$ cat config.mk
export PLATFORM = sky130hd
export DESIGN_NAME = imm_decode_buffer
export DESIGN_NICKNAME = d
export VERILOG_FILES = /design/src/rtl/imm_decode_buffer_pkg.sv /design/src/rtl/imm_decode_buffer_imm_extend.sv /design/src/rtl/imm_decode_buffer.sv
export SDC_FILE = /design/constraint.sdc
export NUM_CORES = 1
export LEC_CHECK = 0
export BUFFER_PORTS_ARGS = -buffer_cell sky130_fd_sc_hd__buf_4
export CAP_MARGIN = 10
export CELL_PAD_IN_SITES_DETAIL_PLACEMENT = 1
export CELL_PAD_IN_SITES_GLOBAL_PLACEMENT = 2
export CORE_UTILIZATION = 28
export DETAILED_ROUTE_END_ITERATION = 8
export MAX_ROUTING_LAYER = met4
export PLACE_DENSITY = 0.86
export RECOVER_POWER = 100
export SLEW_MARGIN = 0
export SYNTH_ARGS = -nofsm -noshare
export SYNTH_HDL_FRONTEND = slang
export SYNTH_HIERARCHICAL = 1
export SYNTH_SLANG_ARGS = --single-unit
$ cat constraint.sdc
create_clock -name clk -period 1.5 [get_ports clk]
set_input_delay 0.075 -clock clk [delete_from_list [all_inputs] [get_ports clk]]
set_output_delay 0.075 -clock clk [all_outputs]
set_load 0.05 [all_outputs]
$ cat src/rtl/imm_decode_buffer_pkg.sv
// Shared definitions for the immediate decode buffer: instruction field positions
// and the buffer occupancy encoding.
package imm_decode_buffer_pkg;

    localparam int unsigned OPC_MSB = 15;
    localparam int unsigned OPC_LSB = 12;
    localparam int unsigned RD_MSB  = 11;
    localparam int unsigned RD_LSB  = 8;
    localparam int unsigned IMM_MSB = 7;

    typedef enum logic [1:0] {
        EMPTY = 2'd0,
        ONE   = 2'd1,
        TWO   = 2'd2
    } state_e;

endpackage

$ cat src/rtl/imm_decode_buffer_imm_extend.sv
// Purely combinational immediate extension: sign- and zero-extends the raw
// immediate to the full instruction width.
module imm_decode_buffer_imm_extend
    import imm_decode_buffer_pkg::*;
#(
    parameter int unsigned IW   = 16,
    parameter int unsigned IMMW = 8
) (
    input  logic [IMMW-1:0] imm,
    output logic [IW-1:0]   imm_sext,
    output logic [IW-1:0]   imm_zext
);

    assign imm_sext = {{(IW - IMMW){imm[IMMW-1]}}, imm};
    assign imm_zext = {{(IW - IMMW){1'b0}}, imm};

endmodule

$ cat src/rtl/imm_decode_buffer.sv
// Two-entry elastic buffer between fetch and the immediate path; decodes the
// head entry into opcode, destination register and extended immediates.
module imm_decode_buffer
    import imm_decode_buffer_pkg::*;
#(
    parameter int unsigned IW   = 16,
    parameter int unsigned IMMW = 8
) (
    input  logic            clk,
    input  logic            rst_n,
    input  logic            flush,
    input  logic            in_valid,
    input  logic [IW-1:0]   instr,
    output logic            in_ready,
    output logic            out_valid,
    input  logic            out_ready,
    output logic [3:0]      opcode,
    output logic [3:0]      rd,
    output logic [IMMW-1:0] imm8,
    output logic [IW-1:0]   imm_sext,
    output logic [IW-1:0]   imm_zext
);

    state_e        state_q, state_d;
    logic [IW-1:0] head_q, head_d;
    logic [IW-1:0] tail_q, tail_d;
    logic          in_ready_q, out_valid_q;
    logic          push, pop;

    assign push = in_valid && in_ready_q;
    assign pop  = out_valid_q && out_ready;

    always_comb begin
        state_d = state_q;
        head_d  = head_q;
        tail_d  = tail_q;
        if (flush) begin
            state_d = EMPTY;
        end else begin
            unique case (state_q)
                EMPTY: begin
                    if (push) begin
                        state_d = ONE;
                        head_d  = instr;
                    end
                end
                ONE: begin
                    if (push && !pop) begin
                        state_d = TWO;
                        tail_d  = instr;
                    end else if (pop && !push) begin
                        state_d = EMPTY;
                    end else if (push && pop) begin
                        head_d = instr;
                    end
                end
                TWO: begin
                    // in_ready is low here, so a pop is the only possible event
                    if (pop) begin
                        state_d = ONE;
                        head_d  = tail_q;
                    end
                end
                default: state_d = EMPTY;
            endcase
        end
    end

    always_ff @(posedge clk or negedge rst_n) begin
        if (!rst_n) begin
            state_q     <= EMPTY;
            head_q      <= '0;
            tail_q      <= '0;
            in_ready_q  <= 1'b1;
            out_valid_q <= 1'b0;
        end else begin
            state_q     <= state_d;
            head_q      <= head_d;
            tail_q      <= tail_d;
            in_ready_q  <= (state_d != TWO);
            out_valid_q <= (state_d != EMPTY);
        end
    end

    assign in_ready  = in_ready_q;
    assign out_valid = out_valid_q;
    assign opcode    = head_q[OPC_MSB:OPC_LSB];
    assign rd        = head_q[RD_MSB:RD_LSB];
    assign imm8      = head_q[IMM_MSB:0];

    imm_decode_buffer_imm_extend #(
        .IW   (IW),
        .IMMW (IMMW)
    ) u_imm_extend (
        .imm      (head_q[IMM_MSB:0]),
        .imm_sext (imm_sext),
        .imm_zext (imm_zext)
    );

endmodule
==> results.py, run 1 <==
metrics = {
    "die": {
        "core_area_um2": 6490,
        "rows": 29,
        "die_x_um": 84.8,
        "pin_count": 71,
        "die_area_um2": 7190,
        "initial_core_util_pct": 29.5,
        "die_h_um": 84.8,
    },
    "layout": {
        "areaGrowthSynthToFinish_pct": 24.7,
        "insertedDiodeCount": 0,
        "drive_gt1_share_pct": 54.7,
        "fin_nets": 221,
        "fin_util_pct": 36.8,
    },
    "synth": {
        "synth_cell_types": 27,
        "yosysWarnings": 6,
        "synth_area_leaders": "dfrtp_1 46%, mux2_2 15%, buf_4 13%",
        "syn_inst": 144,
        "synth_largest_area_cell": "dfrtp_1",
        "yosysMostFrequentCell": "dfrtp_1",
        "synth.ff_latch_count": 36,
        "async_flop_share_pct": 100,
        "synth.avg_cell_area_um2": 13.3,
        "yosysTopAreaCellShare_pct": 45.7,
        "synthTopCellsByCount": "35 x dfrtp_1, 34 x buf_4, 26 x mux2_2, 12 x mux2_1, 10 x mux2_4",
        "syn_area_um2": 1920,
        "synth_seq_area_share_pct": 47.0,
        "synth_ff_type": "dfrtp_1",
        "synth-edff-count": 0,
    },
    "sta": {
        "tns_ns": -3.36,
        "setup_viol": 32,
        "hold_viol": 0,
        "rsz0062_at_grt": "yes",
        "period_needed_ns": 1.66,
        "finalCritPeriodShare_pct": 111,
        "worst_pin_slew_ns": 0.887,
        "fin_ws_ns": -0.159,
        "fmax_ghz": 0.603,
        "fin_skew_ns": 0.00408,
        "slew_headroom_pct": 40.8,
        "report.final.slew_viol_count": 0,
    },
    "worst_setup_path": {
        "regToRegSetupSlack_ns": -0.16,
        "critPathMaxFanout": 8,
        "cp.required_ns": 1.66,
        "crit_path_cell_trace": "nand4b_1 > a22o_2 > o21ai_4 > buf_12 > mux2_4",
        "regToRegStartpoint": "in_ready",
        "critPathCaptureType": "flip-flop",
        "ff2ff_path_depth": 5,
        "crit_path_start_kind": "flip-flop",
        "reg2reg_to": "head_q[10]",
        "cpMaxStageDelayCell": "dfstp_2",
        "crit_type": "flip-flop to flip-flop",
        "crit_family": "flip-flops",
        "arrival_ns": 1.82,
        "path_buf_inv": 1,
        "slowest_delay_ns": 0.53,
    },
    "worst_hold_path": {
        "hold_path_end": "out_valid",
        "hold_depth": 2,
        "min_path_type": "primary input to flip-flop",
        "min-delay-start": "flush",
    },
    "cts": {
        "htree_levels": 2,
        "cts_buffers": 5,
        "cts_buffer_depth": 2,
        "cts_tree": "done",
        "clk_latency_ns": 0.28,
        "numClockSinks": 36,
        "cts.clk_slew.worst_paths_ns": 0.07,
        "cts-root-buf": "clkbuf_8",
    },
    "power_and_ir_drop": {
        "p_leak_nw": 1.17,
        "vdd_ir_drop_max_v": 0.000986,
        "p_per_area_nw_per_um2": 2060,
    },
    "detailed_routing": {
        "antenna_left": 0,
        "via_count": 1220,
        "drcViolationCount": 4,
        "drt_iter0_drc": 52,
        "wl_per_cell_um": 14.0,
        "routed_via_density": 4.39,
        "drt_first_pass_iters": 6,
        "postRouteWirelength_um": 3880,
    },
    "grt": {
        "antenna_found_initial": 0,
        "overflow": 0,
        "grt_pass1_vias": 1312,
        "grt_max_degree": 37,
        "grt_pass1_wl_um": 6820,
        "track_usage_pct": 12.6,
    },
    "placement": {
        "io_buffers": 62,
        "gp_congestion": 0.699,
        "place_hpwl_um": 2930,
    },
    "run_status": {
        "status": "complete, but fails checks",
        "violations": "design-rule violations, negative setup slack",
    },
    "job": {
        "cap_violations": 0,
    },
}
[final cells by class]
type                       instances  area [um^2]
inverter                           1         3.75
clock buffer                       8         90.1
timing repair buffer              78          480
tap                               77         96.3
fill                             730         4100
sequential                        36          902
multi-input combinational         78          820
[worst reg2reg max path, delay by kind of cell (launching register included)]
| family | cells | cell delay (ns) |
|---|---|---|
| simple gates | 1 | 0.16 |
| flops | 1 | 0.53 |
| compound gates | 2 | 0.38 |
| mux | 1 | 0.31 |
| buf+inv | 1 | 0.17 |
[stage by stage]
| stage | power (mW) | hold slack, ns | cells | setup WS [ns] | cell area (um^2) |
|---|---|---|---|---|---|
| after floorplan | 4.01 | -0.221 | 151 | -0.354 | 1990 |
| after global placement | 4.49 | 0.0654 | 268 | -0.129 | 2380 |
| after detailed placement | 4.55 | 0.0604 | 268 | -0.164 | 2380 |
| after CTS | 5.34 | 0.00915 | 278 | -0.165 | 2540 |
| after global routing | 5.20 | 0.0151 | 278 | -0.209 | 2390 |
| final | 4.94 | 0.0149 | 278 | -0.159 | 2390 |
[power by group]
| group | switching (mW) | leakage, nW | total (mW) | internal, mW |
|---|---|---|---|---|
| clock network | 0.326 | 0.0455 | 0.701 | 0.375 |
| logic | 1.90 | 0.694 | 2.66 | 0.755 |
| registers | 0.250 | 0.433 | 1.58 | 1.33 |
| total | 2.48 | 1.17 | 4.94 | 2.46 |
[flip-flops by register name, summed over array words and instances, names as in the netlist]
register,count
state_q,2
out_valid,1
head_q,16
tail_q,16
in_ready,1
[how the worst max path moves through the flow]
stage	startpoint	end	slack, ns	cells after the start
3_5_place_dp	in_ready	head_q[5]	-0.16	5
6_report	in_ready	head_q[10]	-0.16	5
2_1_floorplan	in_ready	head_q[10]	-0.35	5
5_1_grt	in_ready	head_q[5]	-0.21	5
4_1_cts	in_ready	head_q[10]	-0.16	5
3_3_place_gp	in_ready	head_q[3]	-0.13	7
[layout by cell type (no fill, tap or decap)]
master and instances:
nand4b_1 1, nand2_2 1, a22o_2 1, buf_6 1, nand4_1 1, nor2_4 1
clkbuf_8 6, buf_8 1, clkbuf_1 31, o21ai_0 1, conb_1 8, inv_1 1
or2_2 1, a21oi_1 3, buf_4 30, nor3_1 1, mux2_4 26, nand2_1 3
a21o_1 1, mux2_2 22, dfstp_2 1, nand2b_1 1, dlygate4sd3_1 1, buf_12 2
dfrtp_1 35, o21ba_2 1, o21ai_4 1, nand3_1 2, nor2b_1 1, clkbuf_2 14
nor3_2 1
[metal layers]
| layer | track usage [%] | up-vias | routed length, um |
|---|---|---|---|
| met5 | - | - | 0 |
| met4 | 3.70 | 0 | 42 |
| met3 | 2.46 | 5 | 181 |
| met2 | 20.3 | 43 | 1930 |
| met1 | 16.1 | 605 | 1730 |
| li1 | - | 567 | - |
[repair_timing]
action,CTS,global route
hold buffers,1,0
gates resized for setup,12,0
pin swaps,3,1
setup buffers,1,0
endpoints found under the setup margin,27,32
hold endpoints to repair,35,0
[cells by family (layout without fill, tap and decap cells)]
| group | Yosys count | after routing | synth area share, % |
|---|---|---|---|
| muxes | 48 | 48 | 30.1 |
| buffers and inverters | 37 | 87 | 15.1 |
| DFF | 36 | 36 | 47.0 |
| and+or+nand+nor | 14 | 14 | 4.18 |
| AOI/OAI and AO/OA | 8 | 8 | 3.33 |
| other | 1 | 8 | 0.196 |
No activity file was read; power rests on OpenSTA's default activity.
==> inputs of run 2 (changes only) <==
--- a/config.mk
+++ b/config.mk
@@ -9,10 +9,10 @@
 export CAP_MARGIN = 10
 export CELL_PAD_IN_SITES_DETAIL_PLACEMENT = 1
 export CELL_PAD_IN_SITES_GLOBAL_PLACEMENT = 2
-export CORE_UTILIZATION = 28
+export CORE_UTILIZATION = 31
 export DETAILED_ROUTE_END_ITERATION = 8
 export MAX_ROUTING_LAYER = met4
-export PLACE_DENSITY = 0.86
+export PLACE_DENSITY = 0.9
 export RECOVER_POWER = 100
 export SLEW_MARGIN = 0
 export SYNTH_ARGS = -nofsm -noshare
==> constraint.sdc (replaced) <==
create_clock -name clk -period 1.6 [get_ports clk]
set_input_delay 0.08 -clock clk [delete_from_list [all_inputs] [get_ports clk]]
set_output_delay 0.08 -clock clk [all_outputs]
set_load 0.05 [all_outputs]
==> results.py, run 2 (synthesis gave the netlist of run 1 again) <==
metrics = {
    "run_status": {
        "status": "complete, but fails checks",
        "violations": "negative setup slack",
    },
    "worst_setup_path": {
        "crit_path_cell_trace": "nand4b_1 > a22o_2 > o21ai_4 > buf_12 > mux2_4",
        "arrival_ns": 1.82,
        "crit_family": "flip-flops",
        "cp.required_ns": 1.77,
        "critPathMaxFanout": 8,
        "ff2ff_path_depth": 5,
        "cpMaxStageDelayCell": "dfstp_2",
        "crit_path_start_kind": "flip-flop",
        "slowest_delay_ns": 0.53,
        "cp_num_cells": 5,
        "path_buf_inv": 1,
        "crit_type": "flip-flop to flip-flop",
        "regToRegSetupSlack_ns": -0.05,
        "critPathCaptureType": "flip-flop",
    },
    "layout": {
        "fin_nets": 219,
        "fin_util_pct": 39.9,
        "layout_common_cells": "35 x dfrtp_1, 32 x clkbuf_1, 26 x mux2_4, 26 x buf_4, 22 x mux2_2",
        "reg_top3": "head_q x16, tail_q x16, state_q x2",
        "drive_gt1_share_pct": 53.8,
        "layout_commonest_cell": "dfrtp_1",
        "areaGrowthSynthToFinish_pct": 23.9,
        "insertedDiodeCount": 0,
    },
    "worst_hold_path": {
        "min_path_type": "primary input to flip-flop",
        "hold_depth": 2,
    },
    "power_and_ir_drop": {
        "p_leak_nw": 1.16,
        "clock_power_share_pct": 14.2,
        "seq_power_share_pct": 32.1,
        "p_per_area_nw_per_um2": 1950,
        "switchingPower_mw": 2.34,
        "vdd_ir_drop_max_v": 0.000888,
        "power_frac_comb_pct": 53.6,
        "totalPowerFinal_mw": 4.63,
        "p_int_mw": 2.29,
        "switching_share_pct": 50.6,
    },
    "sta": {
        "fin_ws_ns": -0.0526,
        "period_needed_ns": 1.65,
        "report.final.slew_viol_count": 0,
        "setup_viol": 16,
        "finalCritPeriodShare_pct": 103,
        "hold_viol": 0,
        "fmax_ghz": 0.605,
        "fin_skew_ns": 0.00304,
        "worst_pin_slew_ns": 0.877,
        "rsz0062_at_grt": "yes",
        "slew_headroom_pct": 41.5,
    },
    "detailed_routing": {
        "postRouteWirelength_um": 3950,
        "drt_first_pass_iters": 3,
        "antenna_left": 0,
        "drt_iter0_drc": 28,
        "wl_per_cell_um": 14.4,
        "routed_via_density": 4.47,
        "via_count": 1224,
        "drcViolationCount": 0,
    },
    "cts": {
        "cts_buffers": 5,
        "cts.clk_slew.worst_paths_ns": 0.07,
        "cts-root-buf": "clkbuf_8",
        "numClockSinks": 36,
        "cts_buffer_depth": 2,
        "htree_levels": 2,
        "clk_latency_ns": 0.28,
        "cts_tree": "done",
    },
    "die": {
        "initial_core_util_pct": 32.2,
        "rows": 28,
        "die_h_um": 80.7,
        "die_area_um2": 6510,
        "core_area_um2": 5960,
        "die_x_um": 80.7,
        "pin_count": 71,
    },
    "grt": {
        "grt_pass1_vias": 1293,
        "antenna_found_initial": 0,
        "overflow": 0,
        "grt_pass1_wl_um": 6500,
        "track_usage_pct": 13.9,
        "grt_max_degree": 37,
    },
    "placement": {
        "post-place-ws_ns": -0.0684,
        "place_hpwl_um": 2930,
        "io_buffers": 62,
        "gp_congestion": 0.705,
    },
    "job": {
        "cap_violations": 0,
    },
}
[run 2: cell types whose count changed in the layout (fill, tap and decap cells not counted), sizes merged]
cell    previous run  this run
clkinv             0         2
buf               34        30
[run 2: area by class of cell]
| type | count | area (um^2) |
|---|---|---|
| Sequential cell | 36 | 902 |
| Tap cell | 75 | 93.8 |
| Multi-Input combinational cell | 78 | 825 |
| Clock buffer | 6 | 82.6 |
| Fill cell | 673 | 3580 |
| Timing Repair Buffer | 76 | 460 |
| Inverter | 1 | 3.75 |
| Clock inverter | 2 | 10.0 |
[run 2: timing repair]
item / 4_1_cts / 5_1_grt
hold buffers: 1 / 0
resized for setup: 9 / 5
endpoints found under the hold margin: 35 / 0
setup endpoints to repair: 16 / 32
cloned: 0 / 0
pin swaps: 2 / 2
setup buffers: 1 / 0
[run 2: layer usage]
layer | wire length, um | GRT usage [%] | up-vias
li1 | - | - | 560
met2 | 1950 | 21.9 | 44
met1 | 1720 | 17.0 | 614
met4 | 54 | 5.36 | 0
met3 | 229 | 3.41 | 6
met5 | 0 | - | -
[run 2: metrics by stage]
stage | cells | hold slack [ns] | TNS [ns] | instance area, um^2
after detailed placement | 264 | 0.0680 | -0.807 | 2370
after global routing | 274 | 0.0246 | -2.99 | 2380
after CTS | 274 | 0.00271 | -0.980 | 2510
final | 274 | 0.0229 | -0.676 | 2380
after global placement | 264 | 0.0675 | -0.462 | 2370
after floorplan | 151 | -0.216 | -4.78 | 1990
[run 2: path summary, 6_finish.rpt]
kind / startpoint / to
max: in_ready / head_q[12]
min: flush / out_valid
max reg2reg: in_ready / head_q[12]
min reg2reg: tail_q[3] / tail_q[3]
max in group asynchronous: rst_n / out_valid
min in group asynchronous: rst_n / head_q[4]
[run 2: worst reg2reg max path, cell delays in order, from the launching register on]
cell,delay (ns)
dfstp_2,0.53
nand4b_1,0.16
a22o_2,0.28
o21ai_4,0.09
buf_12,0.17
mux2_4,0.31
[run 2: power groups by stage]
stage	clock network [mW]	registers, mW	logic, mW
2_1_floorplan	0	2.00	1.76
3_3_place_gp	0	1.50	2.71
3_5_place_dp	0	1.51	2.76
4_1_cts	0.690	1.51	2.80
5_1_grt	0.716	1.55	2.59
6_report	0.659	1.49	2.48
==> inputs of run 3 (changes only) <==
--- a/config.mk
+++ b/config.mk
@@ -7,9 +7,7 @@
 export LEC_CHECK = 0
 export BUFFER_PORTS_ARGS = -buffer_cell sky130_fd_sc_hd__buf_4
 export CAP_MARGIN = 10
-export CELL_PAD_IN_SITES_DETAIL_PLACEMENT = 1
-export CELL_PAD_IN_SITES_GLOBAL_PLACEMENT = 2
-export CORE_UTILIZATION = 31
+export CORE_UTILIZATION = 49
 export DETAILED_ROUTE_END_ITERATION = 8
 export MAX_ROUTING_LAYER = met4
 export PLACE_DENSITY = 0.9
==> results.py, run 3 (synthesis gave the netlist of run 1 again) <==
metrics = {
    "grt": {
        "grt_pass1_vias": 1223,
        "overflow": 0,
        "track_usage_pct": 19.4,
        "grt_max_degree": 37,
        "grt_pass1_wl_um": 5780,
        "antenna_found_initial": 0,
    },
    "placement": {
        "dp_cells": 233,
        "gp_congestion": 0.785,
        "io_buffers": 62,
        "placed_cell_area_um2": 2300,
        "place_hpwl_um": 2450,
        "post-place-ws_ns": -0.110,
    },
    "worst_setup_path": {
        "critPathCaptureType": "flip-flop",
        "cp.required_ns": 1.77,
        "arrival_ns": 1.86,
        "critPathMaxFanout": 8,
        "crit_path_start_kind": "flip-flop",
        "crit_type": "flip-flop to flip-flop",
    },
    "detailed_routing": {
        "antenna_left": 0,
        "drt_iter0_drc": 33,
        "wl_per_cell_um": 14.3,
        "routed_via_density": 4.92,
        "drcViolationCount": 0,
        "via_count": 1195,
        "postRouteWirelength_um": 3470,
        "drt_first_pass_iters": 2,
    },
    "die": {
        "die_area_um2": 4170,
        "core_area_um2": 3720,
        "die_h_um": 64.6,
        "rows": 22,
        "initial_core_util_pct": 51.6,
        "die_x_um": 64.6,
        "pin_count": 71,
    },
    "layout": {
        "fillers": 323,
        "reg_top3": "head_q x16, tail_q x16, state_q x2",
        "fin_util_pct": 62.8,
        "layout_common_cells": "35 x dfrtp_1, 30 x clkbuf_1, 25 x mux2_4",
        "instances_no_fill": 243,
        "drive_gt1_share_pct": 52.3,
        "layout_commonest_cell": "dfrtp_1",
        "areaGrowthSynthToFinish_pct": 21.7,
        "fin_nets": 215,
        "final_cell_area_um2": 2330,
        "insertedDiodeCount": 0,
    },
    "sta": {
        "worst_pin_slew_ns": 0.884,
        "fin_skew_ns": 0.00367,
        "finalCritPeriodShare_pct": 106,
        "slew_headroom_pct": 41.1,
        "rsz0062_at_grt": "yes",
        "fmax_ghz": 0.591,
        "hold_viol": 0,
        "period_needed_ns": 1.69,
        "fin_ws_ns": -0.0934,
        "setup_viol": 16,
        "report.final.slew_viol_count": 0,
    },
    "cts": {
        "htree_levels": 2,
        "clk_latency_ns": 0.29,
        "numClockSinks": 36,
        "post_cts_buffers": 0,
        "cts_buffers": 5,
        "cts-root-buf": "clkbuf_8",
        "cts.clk_slew.worst_paths_ns": 0.07,
        "cts_tree": "done",
        "cts_buffer_depth": 2,
    },
    "worst_hold_path": {
        "min_path_type": "primary input to flip-flop",
    },
    "power_and_ir_drop": {
        "p_leak_nw": 1.15,
        "totalPowerFinal_mw": 4.80,
        "vdd_ir_drop_max_v": 0.00102,
        "p_per_area_nw_per_um2": 2060,
    },
    "run_status": {
        "status": "complete, but fails checks",
        "violations": "negative setup slack",
    },
    "job": {
        "cap_violations": 0,
    },
}
==> run 3: area by class of cell <==
type | count | area (um^2) | area share (%)
Sequential cell | 36 | 902 | 38.7
Multi-Input combinational cell | 78 | 808 | 34.6
Timing Repair Buffer | 72 | 433 | 18.6
Clock buffer | 7 | 96.3 | 4.13
Tap cell | 48 | 60.1 | 2.57
Clock inverter | 1 | 30.0 | 1.29
Inverter | 1 | 3.75 | 0.161
==> run 3: critical path, stage by stage (launching register included) <==
cell      delay (ns)
dfstp_2         0.54
nand4b_1        0.17
a22o_2          0.29
o21ai_4         0.10
buf_12          0.17
mux2_4          0.30
==> run 3: timing repair <==
item / CTS / global route
pin swaps: 2 / 1
endpoints found under the setup margin: 16 / 26
resized for setup: 6 / 2
endpoints found under the hold margin: 36 / 0
hold buffers: 2 / 0
==> run 3: metrics by stage <==
step                      hold WS, ns  setup TNS, ns
after floorplan                -0.216          -4.78
after global placement         0.0617         -0.234
after detailed placement       0.0624          -1.30
after CTS                     0.00747          -1.62
after global routing           0.0115          -2.26
final                          0.0157          -1.31
==> run 3: per-layer routing <==
layer / vias up / global-route usage (%) / wire (um) / part of all wire, %
li1: 552 / - / - / -
met1: 592 / 22.0 / 1490 / 43
met2: 44 / 31.6 / 1740 / 50
met3: 7 / 5.63 / 163 / 4.7
met4: 0 / 9.17 / 69 / 2.0
met5: - / - / 0 / 0
==> run 3: report_power, final <==
group          switching, mW  total [mW]  internal (mW)
Combinational           1.77        2.45          0.682
Clock                  0.320       0.870          0.550
Sequential             0.235        1.48           1.24
Total                   2.33        4.80           2.48
==> run 3: path summary, 6_finish.rpt <==
path / from / end / slack (ns) / cells after the start
setup / recovery: in_ready / head_q[2] / -0.09 / 5
hold / removal: instr[0] / tail_q[0] / 0.02 / 2
setup reg to reg: in_ready / head_q[2] / -0.09 / 5
hold reg to reg: tail_q[0] / tail_q[0] / 0.49 / 1
max in group asynchronous: rst_n / state_q[0] / 0.57 / 2
min in group asynchronous: rst_n / head_q[5] / 0.49 / 2
